[src/rtl/vec_strided_load_unit_if.sv]
// Interface bundle for the strided vector load engine: dispatch request, completion status,
// packed destination image and the word-wide read port toward memory.
// Modports: slave = load engine side, master = dispatch/memory environment side.
// Ports carried: start/base/stride/vl/sew in, busy/done/err/vreg_data out, mem_* read port.
interface vec_strided_load_unit_if #(
    parameter int VLEN = 256,
    parameter int VLW  = $clog2(VLEN/8) + 1
);
    logic             start;
    logic [31:0]      base;
    logic [31:0]      stride;
    logic [VLW-1:0]   vl;
    logic [1:0]       sew;
    logic             busy;
    logic             done;
    logic             err;
    logic [VLEN-1:0]  vreg_data;
    logic             mem_valid;
    logic             mem_ready;
    logic [31:0]      mem_addr;
    logic [31:0]      mem_rdata;
    logic [3:0]       mem_wstrb;
    logic [31:0]      mem_wdata;

    modport slave (
        input  start, base, stride, vl, sew, mem_ready, mem_rdata,
        output busy, done, err, vreg_data, mem_valid, mem_addr, mem_wstrb, mem_wdata
    );

    modport master (
        output start, base, stride, vl, sew, mem_ready, mem_rdata,
        input  busy, done, err, vreg_data, mem_valid, mem_addr, mem_wstrb, mem_wdata
    );
endinterface

[src/rtl/vec_strided_load_unit.sv]
// Strided vector load: fetches vl elements of SEW bits at base + i*stride and packs them into one VLEN image.
// Latency: 1 + 3*vl + 1 cycles start->done with zero-wait memory; each memory stall adds one cycle.
// Backpressure: mem_valid holds with a stable address until mem_ready; start is ignored while busy.
// Ports: clk, resetn (async active-low), bus (slave modport: request, status, result, memory read port).
module vec_strided_load_unit #(
    parameter int VLEN = 256,
    parameter int VLW  = $clog2(VLEN/8) + 1
) (
    input  logic                    clk,
    input  logic                    resetn,
    vec_strided_load_unit_if.slave  bus
);

    localparam int N8  = VLEN / 8;
    localparam int N16 = VLEN / 16;
    localparam int N32 = VLEN / 32;

    typedef enum logic [2:0] {
        S_IDLE,
        S_CHECK,
        S_REQ,
        S_STEP,
        S_DONE
    } state_t;

    state_t           r_state;
    logic [31:0]      r_addr;
    logic [31:0]      r_stride;
    logic [1:0]       r_sew;
    logic [VLW-1:0]   r_vl_eff;
    logic [VLW-1:0]   r_idx;
    logic             r_err_pend;
    logic             r_busy;
    logic             r_done;
    logic             r_err;
    logic             r_mem_valid;
    logic [31:0]      r_mem_addr;
    logic [VLEN-1:0]  r_vreg_data;

    logic [VLW-1:0]   w_cap;
    logic [VLW-1:0]   w_vl_eff;
    logic             w_misaligned;
    logic [7:0]       w_lane8;
    logic [15:0]      w_lane16;
    logic [VLEN-1:0]  w_vreg_next;

    // Element count is clamped to what fits in one register at the requested SEW.
    always_comb begin
        w_cap = VLW'(N32);
        case (bus.sew)
            2'b00:   w_cap = VLW'(N8);
            2'b01:   w_cap = VLW'(N16);
            default: w_cap = VLW'(N32);
        endcase
        w_vl_eff = (bus.vl > w_cap) ? w_cap : bus.vl;
    end

    // Element must sit entirely inside one memory word; reserved SEW always faults.
    always_comb begin
        w_misaligned = 1'b0;
        case (r_sew)
            2'b00:   w_misaligned = 1'b0;
            2'b01:   w_misaligned = r_addr[0];
            2'b10:   w_misaligned = (r_addr[1:0] != 2'b00);
            default: w_misaligned = 1'b1;
        endcase
    end

    always_comb begin
        w_lane8 = bus.mem_rdata[7:0];
        case (r_addr[1:0])
            2'b00:   w_lane8 = bus.mem_rdata[7:0];
            2'b01:   w_lane8 = bus.mem_rdata[15:8];
            2'b10:   w_lane8 = bus.mem_rdata[23:16];
            default: w_lane8 = bus.mem_rdata[31:24];
        endcase
        w_lane16 = r_addr[1] ? bus.mem_rdata[31:16] : bus.mem_rdata[15:0];
    end

    // Insert the returned lane into slot r_idx; every other slot keeps its value.
    always_comb begin
        w_vreg_next = r_vreg_data;
        case (r_sew)
            2'b00: begin
                for (int i = 0; i < N8; i++) begin
                    if (r_idx == VLW'(i)) w_vreg_next[i*8 +: 8] = w_lane8;
                end
            end
            2'b01: begin
                for (int i = 0; i < N16; i++) begin
                    if (r_idx == VLW'(i)) w_vreg_next[i*16 +: 16] = w_lane16;
                end
            end
            2'b10: begin
                for (int i = 0; i < N32; i++) begin
                    if (r_idx == VLW'(i)) w_vreg_next[i*32 +: 32] = bus.mem_rdata;
                end
            end
            default: w_vreg_next = r_vreg_data;
        endcase
    end

    always_ff @(posedge clk or negedge resetn) begin
        if (!resetn) begin
            r_state     <= S_IDLE;
            r_addr      <= '0;
            r_stride    <= '0;
            r_sew       <= '0;
            r_vl_eff    <= '0;
            r_idx       <= '0;
            r_err_pend  <= 1'b0;
            r_busy      <= 1'b0;
            r_done      <= 1'b0;
            r_err       <= 1'b0;
            r_mem_valid <= 1'b0;
            r_mem_addr  <= '0;
            r_vreg_data <= '0;
        end else begin
            r_done <= 1'b0;
            r_err  <= 1'b0;
            case (r_state)
                S_IDLE: begin
                    if (bus.start) begin
                        r_addr      <= bus.base;
                        r_stride    <= bus.stride;
                        r_sew       <= bus.sew;
                        r_vl_eff    <= w_vl_eff;
                        r_idx       <= '0;
                        r_err_pend  <= 1'b0;
                        r_vreg_data <= '0;
                        r_busy      <= 1'b1;
                        r_state     <= S_CHECK;
                    end
                end
                S_CHECK: begin
                    // Reserved SEW faults before the count test so vl=0 cannot mask it.
                    if (r_sew == 2'b11) begin
                        r_err_pend <= 1'b1;
                        r_state    <= S_DONE;
                    end else if (r_idx == r_vl_eff) begin
                        r_err_pend <= 1'b0;
                        r_state    <= S_DONE;
                    end else if (w_misaligned) begin
                        r_err_pend <= 1'b1;
                        r_state    <= S_DONE;
                    end else begin
                        r_mem_valid <= 1'b1;
                        r_mem_addr  <= {r_addr[31:2], 2'b00};
                        r_state     <= S_REQ;
                    end
                end
                S_REQ: begin
                    if (bus.mem_ready) begin
                        r_mem_valid <= 1'b0;
                        r_vreg_data <= w_vreg_next;
                        r_state     <= S_STEP;
                    end
                end
                S_STEP: begin
                    r_idx   <= r_idx + 1'b1;
                    r_addr  <= r_addr + r_stride;
                    r_state <= S_CHECK;
                end
                S_DONE: begin
                    r_done  <= 1'b1;
                    r_err   <= r_err_pend;
                    r_busy  <= 1'b0;
                    r_state <= S_IDLE;
                end
                default: r_state <= S_IDLE;
            endcase
        end
    end

    assign bus.busy      = r_busy;
    assign bus.done      = r_done;
    assign bus.err       = r_err;
    assign bus.vreg_data = r_vreg_data;
    assign bus.mem_valid = r_mem_valid;
    assign bus.mem_addr  = r_mem_addr;
    assign bus.mem_wstrb = 4'b0000;
    assign bus.mem_wdata = 32'h0000_0000;

endmodule

[src/flat_wrapper.sv]
// flat-port wrapper written by rule: the top's interface ports become plain ports
module vec_strided_load_unit_flat 
#(
    parameter int VLEN = 256,
    parameter int VLW  = $clog2(VLEN/8) + 1
)
  (clk, resetn, bus_start, bus_base, bus_stride, bus_vl, bus_sew, bus_mem_ready, bus_mem_rdata, bus_busy, bus_done, bus_err, bus_vreg_data, bus_mem_valid, bus_mem_addr, bus_mem_wstrb, bus_mem_wdata);
  vec_strided_load_unit_if #(.VLEN(VLEN), .VLW(VLW)) bus_i ();
  input  logic clk;
  input  logic resetn;
  input wire logic [$bits(bus_i.start)-1:0] bus_start;
  input wire logic [$bits(bus_i.base)-1:0] bus_base;
  input wire logic [$bits(bus_i.stride)-1:0] bus_stride;
  input wire logic [$bits(bus_i.vl)-1:0] bus_vl;
  input wire logic [$bits(bus_i.sew)-1:0] bus_sew;
  input wire logic [$bits(bus_i.mem_ready)-1:0] bus_mem_ready;
  input wire logic [$bits(bus_i.mem_rdata)-1:0] bus_mem_rdata;
  output wire logic [$bits(bus_i.busy)-1:0] bus_busy;
  output wire logic [$bits(bus_i.done)-1:0] bus_done;
  output wire logic [$bits(bus_i.err)-1:0] bus_err;
  output wire logic [$bits(bus_i.vreg_data)-1:0] bus_vreg_data;
  output wire logic [$bits(bus_i.mem_valid)-1:0] bus_mem_valid;
  output wire logic [$bits(bus_i.mem_addr)-1:0] bus_mem_addr;
  output wire logic [$bits(bus_i.mem_wstrb)-1:0] bus_mem_wstrb;
  output wire logic [$bits(bus_i.mem_wdata)-1:0] bus_mem_wdata;
  assign bus_i.start = bus_start;
  assign bus_i.base = bus_base;
  assign bus_i.stride = bus_stride;
  assign bus_i.vl = bus_vl;
  assign bus_i.sew = bus_sew;
  assign bus_i.mem_ready = bus_mem_ready;
  assign bus_i.mem_rdata = bus_mem_rdata;
  assign bus_busy = bus_i.busy;
  assign bus_done = bus_i.done;
  assign bus_err = bus_i.err;
  assign bus_vreg_data = bus_i.vreg_data;
  assign bus_mem_valid = bus_i.mem_valid;
  assign bus_mem_addr = bus_i.mem_addr;
  assign bus_mem_wstrb = bus_i.mem_wstrb;
  assign bus_mem_wdata = bus_i.mem_wdata;
  vec_strided_load_unit #(.VLEN(VLEN), .VLW(VLW)) u_core (.clk(clk), .resetn(resetn), .bus(bus_i));
endmodule
[config.mk]
export PLATFORM = sky130hd
export DESIGN_NAME = vec_strided_load_unit_flat
export DESIGN_NICKNAME = d
export VERILOG_FILES = /design/src/rtl/vec_strided_load_unit_if.sv /design/src/rtl/vec_strided_load_unit.sv /design/src/flat_wrapper.sv
export SDC_FILE = /design/constraint.sdc
export NUM_CORES = 1
export LEC_CHECK = 0
export CAP_MARGIN = 20
export CORE_MARGIN = 8
export CORE_UTILIZATION = 50
export DETAILED_ROUTE_END_ITERATION = 16
export PLACE_DENSITY = 0.81
export SETUP_SLACK_MARGIN = 0.2
export SYNTH_ARGS = -nofsm -noshare
export SYNTH_HDL_FRONTEND = slang
export SYNTH_SLANG_ARGS = --single-unit
[constraint.sdc]
create_clock -name clk -period 3.8 [get_ports clk]
set_input_delay 0.76 -clock clk [delete_from_list [all_inputs] [get_ports clk]]
set_output_delay 0.76 -clock clk [all_outputs]
set_load 0.01 [all_outputs]
==> metrics.md, run 1 <==
| Metric | Value |
|---|---|
| Final WL | 55500 um |
| Worst setup margin | 0.613 ns |
| Global-route wire length before repair | 84300 um |
| Critical path peak fanout | 4 |
| CTS tree | yes |
| FMAX | 314 MHz |
| Cell with the most instances after synthesis | dfrtp_1 |
| Reg clk slew, reported paths | 0.07 ns |
| Reg-to-Reg End | u_core.r_addr[26]$_DFFE_PN0P_ |
| GR Layer Usage met1 | 32.4% |
| Initial Utilization | 50.6% |
| Synthesis Warnings | 0 |
| Synthesized area | 0.0174 mm2 |
| 1st-iter DRT viols | 947 |
| Setup crit start kind | register |
| Vias | 13168 |
| Synth area leaders | dfrtp_1, mux2_2, nand2_1 |
| Critical path endpoint | u_core.r_addr[26]$_DFFE_PN0P_ |
| Setup TNS | 0 ns |
| GRT met2 Usage | 43.1% |
| Crit path capture type | register |
| Global route hottest layer | met2 |
| Chip Width | 203 um |
| # fillers | 2543 |
| Register area | 0.00931 mm2 |
| GR Util met3 | 7.00% |
| Synth Instances | 1443 |
| Cell taking the most area after synthesis | dfrtp_1 |
| Max-Cap Viols | 0 |
| Placed Cells | 2257 |
| Min-Delay Path Class | input pin to async pin |
| R2R setup slack | 0.61 ns |
| Layout cells sized above 1 | 23.0% |
| Grt ovf | 0 |
| Core area | 0.0345 mm2 |
| Largest net degree at the start of global routing | 108 |
| Seq/Total Area, Yosys | 53.4% |
| Hold Buf Count CTS | 0 |
| Pwr dens | 1000 mW/mm2 |
| Post-synth cell types | 71 |
| DRC | 0 |
| Die footprint | 0.0411 mm2 |
| LEAKAGE | 10.6 nW |
| Clk_skew | 0.0219 ns |
| Non-Filler Instances | 2341 |
| Worst slack, placed | 0.557 ns |
| Antenna-violating nets left | 0 |
| Clock Latency Late Sink | 0.54 ns |
| CP peak stage delay | 0.48 ns |
| Commonest cells in the synthesized netlist | dfrtp_1, mux2_2, nand2_1 |
| Port Buf Inserts | 397 |
| R2R Path Start | u_core.r_stride[0]$_DFFE_PN0P_ |
| Clk buf depth | 3 |
| Max rail drop VDD | 0.782 mV |
| Height of the die | 203 um |
| I/O pin count | 436 |
| FF-to-FF path depth | 11 |
| Setup CP Type | register to register |
| Layout Nets | 1995 |
| Setup violations, final | 0 |
| Synth top area share | 53.4% |
| Drt first pass iters | 5 |
| Post-CTS Setup Bufs | 0 |
| Gr usage total | 26.2% |
| Vias per cell | 5.62 |
| Min Clock Period, post-route | 3.19 ns |
| Synth-to-layout area growth | 32.7% |
| H-tree depth | 2 |
| Synth Flop Type | dfrtp_1 |
| Rel. slew slack | 26.0% |
| WL/cell | 23.7 um |
| Clk root buf | clkbuf_16 |
| Post_cts resized | 0 |
| CTS Sinks | 372 |
| Total CTS buffers | 40 |
| HPWL Detailed | 40900 um |
| Synth Register Bits | 372 |
| Post-synth ARST share | 100% |
| CP Data Required Time | 4.21 ns |
| Vias in the first global route | 13776 |
| Final hold violations | 0 |
| Max-slew violations | 0 |
| Unrepaired setup endpoints after global routing | false |
| Slowest cell on the critical path | fa_1 |
| Area occupied by multi-input gates | 0.00770 mm2 |
| Outcome | completed |
| Post-synth EDFFs | 0 |
| Slew @ Worst Pin | 1.11 ns |
| Post-Syn Area per Cell | 12.1 um2 |
| CP Launch Point | u_core.r_stride[0]$_DFFE_PN0P_ |
| Initial antenna violation count | 12 |
| Placed inst area | 0.0218 mm2 |
| GP Congestion | 0.874 |
| Design Area, Final | 0.0231 mm2 |
| Cell Rows | 68 |
| Fin crit share | 83.9% |
| Cells along the critical path | ha_1, fa_1, a211oi_1, nor2_2, o22ai_2, o21ai_4, a311oi_4, o31ai_4, a31oi_1, mux2i_1, nand2_1 |
| Worst Path Arrival | 3.60 ns |
logic make-up after synthesis:
| group | Yosys count | share of synthesized area, % |
|---|---|---|
| other cells | 1 | 0.0215 |
| buf+inv | 111 | 3.34 |
| flops | 372 | 53.4 |
| fa+ha+maj | 43 | 3.13 |
| mux | 318 | 20.5 |
| compound gates | 272 | 10.7 |
| simple gates | 298 | 7.56 |
| xor+xnor | 28 | 1.41 |
worst max-delay path: cells and delay by family, from the launching register on:
kind            cells  cell delay, ns
compound gates      6            1.54
fa+ha+maj           2            0.73
simple gates        2            0.17
mux                 1            0.26
flops               1            0.38
power breakdown:
group / internal (W) / switching, W / total, W
registers: 0.00593 / 0.00125 / 0.00717
logic: 0.00607 / 0.00607 / 0.0121
clock network: 0.00228 / 0.00161 / 0.00389
worst min-delay path by stage:
stage                                     from                                    end  slack [ns]  depth (start not counted)
3_5_place_dp   u_core.r_stride[30]$_DFFE_PN0P_        u_core.r_stride[30]$_DFFE_PN0P_        0.47                          2
6_report                                resetn  u_core.bus.vreg_data[185]$_DFFE_PN0P_        0.22                          1
3_3_place_gp   u_core.r_stride[22]$_DFFE_PN0P_        u_core.r_stride[22]$_DFFE_PN0P_        0.47                          2
5_1_grt                                 resetn  u_core.bus.vreg_data[185]$_DFFE_PN0P_        0.28                          1
2_1_floorplan   u_core.r_stride[0]$_DFFE_PN0P_         u_core.r_stride[0]$_DFFE_PN0P_        0.45                          2
4_1_cts                                 resetn  u_core.bus.vreg_data[185]$_DFFE_PN0P_        0.25                          1
state kept, by name (all words and copies together) (netlist names):
name                  cells
u_core.bus.done           1
u_core.r_stride          32
u_core.r_err_pend         1
u_core.bus.vreg_data    256
u_core.bus.mem_addr      30
u_core.r_vl_eff           6
u_core.r_state            3
u_core.bus.err            1
u_core.r_idx              6
u_core.bus.busy           1
u_core.r_addr            32
u_core.bus.mem_valid      1
u_core.r_sew              2
stage by stage:
stage | total power (W) | hold WS (ns) | utilization (%)
finish | 0.0232 | 0.220 | 67.2
global route | 0.0245 | 0.276 | 67.1
CTS | 0.0233 | 0.254 | 67.1
detailed placement | 0.0193 | 0.469 | 63.3
global placement | 0.0189 | 0.467 | 63.3
floorplan | 0.0136 | 0.452 | -
metal layers:
metal	part of all wire, %	up-vias
li1	-	5916
met1	40	6637
met2	48	511
met3	8.1	104
met4	3.8	0
met5	0	-
cell type report:
class / count / share of cell area [%]
Tap cell: 455 / 2.46
Clock buffer: 56 / 5.02
Sequential cell: 372 / 40.2
Timing Repair Buffer: 419 / 18.0
Clock inverter: 15 / 0.643
Multi-Input combinational cell: 997 / 33.3
Antenna cell: 13 / 0.141
Inverter: 14 / 0.227
cell usage in the layout (no fill, tap or decap), types with 9 or more instances in the layout:
| master | instances |
|---|---|
| buf_4 | 20 |
| a21o_1 | 19 |
| o21ai_0 | 58 |
| and3_1 | 9 |
| diode_2 | 13 |
| dfrtp_1 | 372 |
| xnor2_1 | 15 |
| clkbuf_16 | 41 |
| a21oi_2 | 16 |
| nand2_1 | 189 |
| nand3_1 | 28 |
| conb_1 | 38 |
| ha_1 | 42 |
| a21oi_1 | 65 |
| inv_1 | 14 |
| nor2_1 | 22 |
| a21boi_0 | 16 |
| xor2_1 | 13 |
| a22oi_1 | 26 |
| mux2_2 | 304 |
| clkdlybuf4s50_1 | 396 |
Power figures use the tool's default switching activity.
==> inputs of run 2 (changes only) <==
--- a/config.mk
+++ b/config.mk
@@ -7,9 +7,9 @@
 export LEC_CHECK = 0
 export CAP_MARGIN = 20
 export CORE_MARGIN = 8
-export CORE_UTILIZATION = 50
+export CORE_UTILIZATION = 45
 export DETAILED_ROUTE_END_ITERATION = 16
-export PLACE_DENSITY = 0.81
+export PLACE_DENSITY = 0.77
 export SETUP_SLACK_MARGIN = 0.2
 export SYNTH_ARGS = -nofsm -noshare
 export SYNTH_HDL_FRONTEND = slang
==> constraint.sdc (replaced) <==
create_clock -name clk -period 2.7 [get_ports clk]
set_input_delay 0.54 -clock clk [delete_from_list [all_inputs] [get_ports clk]]
set_output_delay 0.54 -clock clk [all_outputs]
set_load 0.01 [all_outputs]
==> metrics.md, run 2 (same netlist as run 1, synthesis figures left out) <==
| Metric | Value |
|---|---|
| Outcome | completed |
| WL/cell | 23.3 um (-1.8%) |
| Final hold violations | 0 (unchanged) |
| Grt ovf | 0 (unchanged) |
| CP peak stage delay | 0.39 ns (-0.09 ns) |
| Layout cells sized above 1 | 30.0% (+7.0 points) |
| Setup CP Type | register to register |
| Total CTS buffers | 40 (unchanged) |
| Clk buf depth | 3 (unchanged) |
| Hold Buf Count CTS | 0 (unchanged) |
| Fin crit share | 100% (+16 points) |
| CP Data Required Time | 3.13 ns (-1.08 ns) |
| Design Area, Final | 0.0247 mm2 (+6.8%) |
| Rel. slew slack | 28.6% (+2.6 points) |
| Initial antenna violation count | 13 (+1) |
| Min-Delay Path Class | input pin to async pin |
| Max rail drop VDD | 0.892 mV (+14%) |
| Worst Path Arrival | 3.13 ns (-0.47 ns) |
| Global-route wire length before repair | 87600 um (+3.9%) |
| Chip Width | 213 um (+5.0%) |
| Clk_skew | 0.0166 ns (-0.00531 ns) |
| Global route hottest layer | met2 |
| CTS Sinks | 372 (unchanged) |
| LEAKAGE | 11.3 nW (+6.3%) |
| Antenna-violating nets left | 0 (unchanged) |
| Buf/Inv on CP | 0 (unchanged) |
| Slowest cell on the critical path | dfrtp_1 |
| Hold Slack | 0.0110 ns (-0.209 ns) |
| Drt first pass iters | 6 (+1) |
| DRC | 0 (unchanged) |
| # fillers | 2899 (+14%) |
| GR Layer Usage met1 | 30.9% (-1.5 points) |
| Delay-heaviest family, CP | compound AO/OA/AOI/OAI gates |
| Worst slack, placed | -0.180 ns (-0.737 ns) |
| Crit path capture type | register |
| Layout Nets | 2089 (+4.7%) |
| Core area | 0.0385 mm2 (+12%) |
| Clk root buf | clkbuf_16 |
| Initial Utilization | 45.3% (-5.3 points) |
| GP Congestion | 0.874 (about the same) |
| Vias per cell | 5.44 (-3.2%) |
| Final core occ | 64.2% (-2.9 points) |
| Height of the die | 213 um (+5.0%) |
| Placed inst area | 0.0228 mm2 (+4.4%) |
| Commonest non-fill, non-tap cell in the layout | clkdlybuf4s50_1 |
| HPWL Detailed | 42000 um (+2.6%) |
| Cells along the critical path | ha_2, fa_2, a211oi_2, nor2_2, o22ai_2, o21ai_4, a21o_1, a311o_1, a21oi_2, xor2_1, o21ai_1 |
| CTS tree | yes |
| Final WL | 58100 um (+4.7%) |
| Largest net degree at the start of global routing | 77 (-29%) |
| Setup crit start kind | register |
| Slew @ Worst Pin | 1.07 ns (-0.0399 ns) |
| Gr usage total | 25.0% (-1.2 points) |
| Vias | 13596 (+3.3%) |
| GR Util met3 | 8.12% (+1.1 points) |
| GRT met2 Usage | 40.1% (-3.0 points) |
| Synth-to-layout area growth | 41.7% |
| Worst setup margin | 0.000448 ns (-0.613 ns) |
| Die footprint | 0.0453 mm2 (+10%) |
| Critical path peak fanout | 3 (-1) |
| Clock Latency Late Sink | 0.56 ns (+0.02 ns) |
| FMAX | 370 MHz (+18%) |
| Max-slew violations | 0 (unchanged) |
| Setup violations, final | 0 (unchanged) |
| 1st-iter DRT viols | 881 (-7.0%) |
| Max FFs per register | 256 (unchanged) |
| Min Clock Period, post-route | 2.70 ns (-0.487 ns) |
| Unrepaired setup endpoints after global routing | true |
| H-tree depth | 2 (unchanged) |
| Max-Cap Viols | 0 (unchanged) |
| Cell Rows | 72 (+5.9%) |
| Vias in the first global route | 14563 (+5.7%) |
| Pwr Total | 0.0355 W (+53%) |
| Reg clk slew, reported paths | 0.06 ns (about the same) |
| I/O pin count | 436 (unchanged) |
| Pwr dens | 1440 mW/mm2 (+43%) |
| Port Buf Inserts | 397 (unchanged) |
| Commonest non-fill, non-tap cells in the layout | clkdlybuf4s50_1, dfrtp_1, mux2_2, nand2_1, buf_4 |
## run 2: worst paths after layout
check                                           startpoint                                     to  slack [ns]  cells after the start
setup / recovery            u_core.r_stride[0]$_DFFE_PN0P_          u_core.r_addr[16]$_DFFE_PN0P_      0.0004                     11
hold / removal                                      resetn  u_core.bus.vreg_data[254]$_DFFE_PN0P_        0.01                      1
setup reg to reg            u_core.r_stride[0]$_DFFE_PN0P_          u_core.r_addr[16]$_DFFE_PN0P_      0.0004                     11
hold reg to reg            u_core.r_stride[30]$_DFFE_PN0P_        u_core.r_stride[30]$_DFFE_PN0P_        0.49                      2
max in group asynchronous                           resetn  u_core.bus.vreg_data[105]$_DFFE_PN0P_        1.90                      2
min in group clk           u_core.r_stride[30]$_DFFE_PN0P_        u_core.r_stride[30]$_DFFE_PN0P_        0.49                      2
## run 2: power breakdown
part	switching, W	internal (W)	leakage, nW
logic	0.00945	0.0100	5.63
clock network	0.00231	0.00369	0.707
registers	0.00172	0.00835	4.93
total	0.0135	0.0221	11.3
## run 2: metrics by stage
step                setup TNS [ns]  cells
floorplan                        0   1480
global placement            -10.59   2396
detailed placement          -11.52   2396
CTS                              0   2480
global route                -0.793   2496
finish                           0   2497
## run 2: routing by layer
layer  part of all wire, %  up-vias
li1                      -     6089
met1                    40     6854
met2                    48      520
met3                   8.7      127
met4                   4.0        6
met5                 0.071        -
## run 2: what timing repair did
action / 4_1_cts / 5_1_grt
setup endpoints to repair: 131 / 256
buffers inserted: 10 / 8
resized for setup: 28 / 72
pin swaps: 11 / 19
## run 2: final cells by class
| cell class | count | area, um2 | share of cell area (%) |
|---|---|---|---|
| multi-input cells | 997 | 8060 | 32.6 |
| flip-flops and latches | 372 | 9310 | 37.7 |
| inverters | 14 | 52.6 | 0.213 |
| clock inverters | 18 | 282 | 1.14 |
| clock buffers | 56 | 1160 | 4.70 |
| well taps | 518 | 648 | 2.62 |
| diodes | 9 | 22.5 | 0.0911 |
| repair buffers | 513 | 5180 | 21.0 |
## run 2: worst register-to-register path: stages (launching register included)
cell,delay [ns]
dfrtp_1,0.39
ha_2,0.22
fa_2,0.35
a211oi_2,0.21
nor2_2,0.08
o22ai_2,0.23
o21ai_4,0.11
a21o_1,0.21
a311o_1,0.38
a21oi_2,0.14
xor2_1,0.17
o21ai_1,0.08
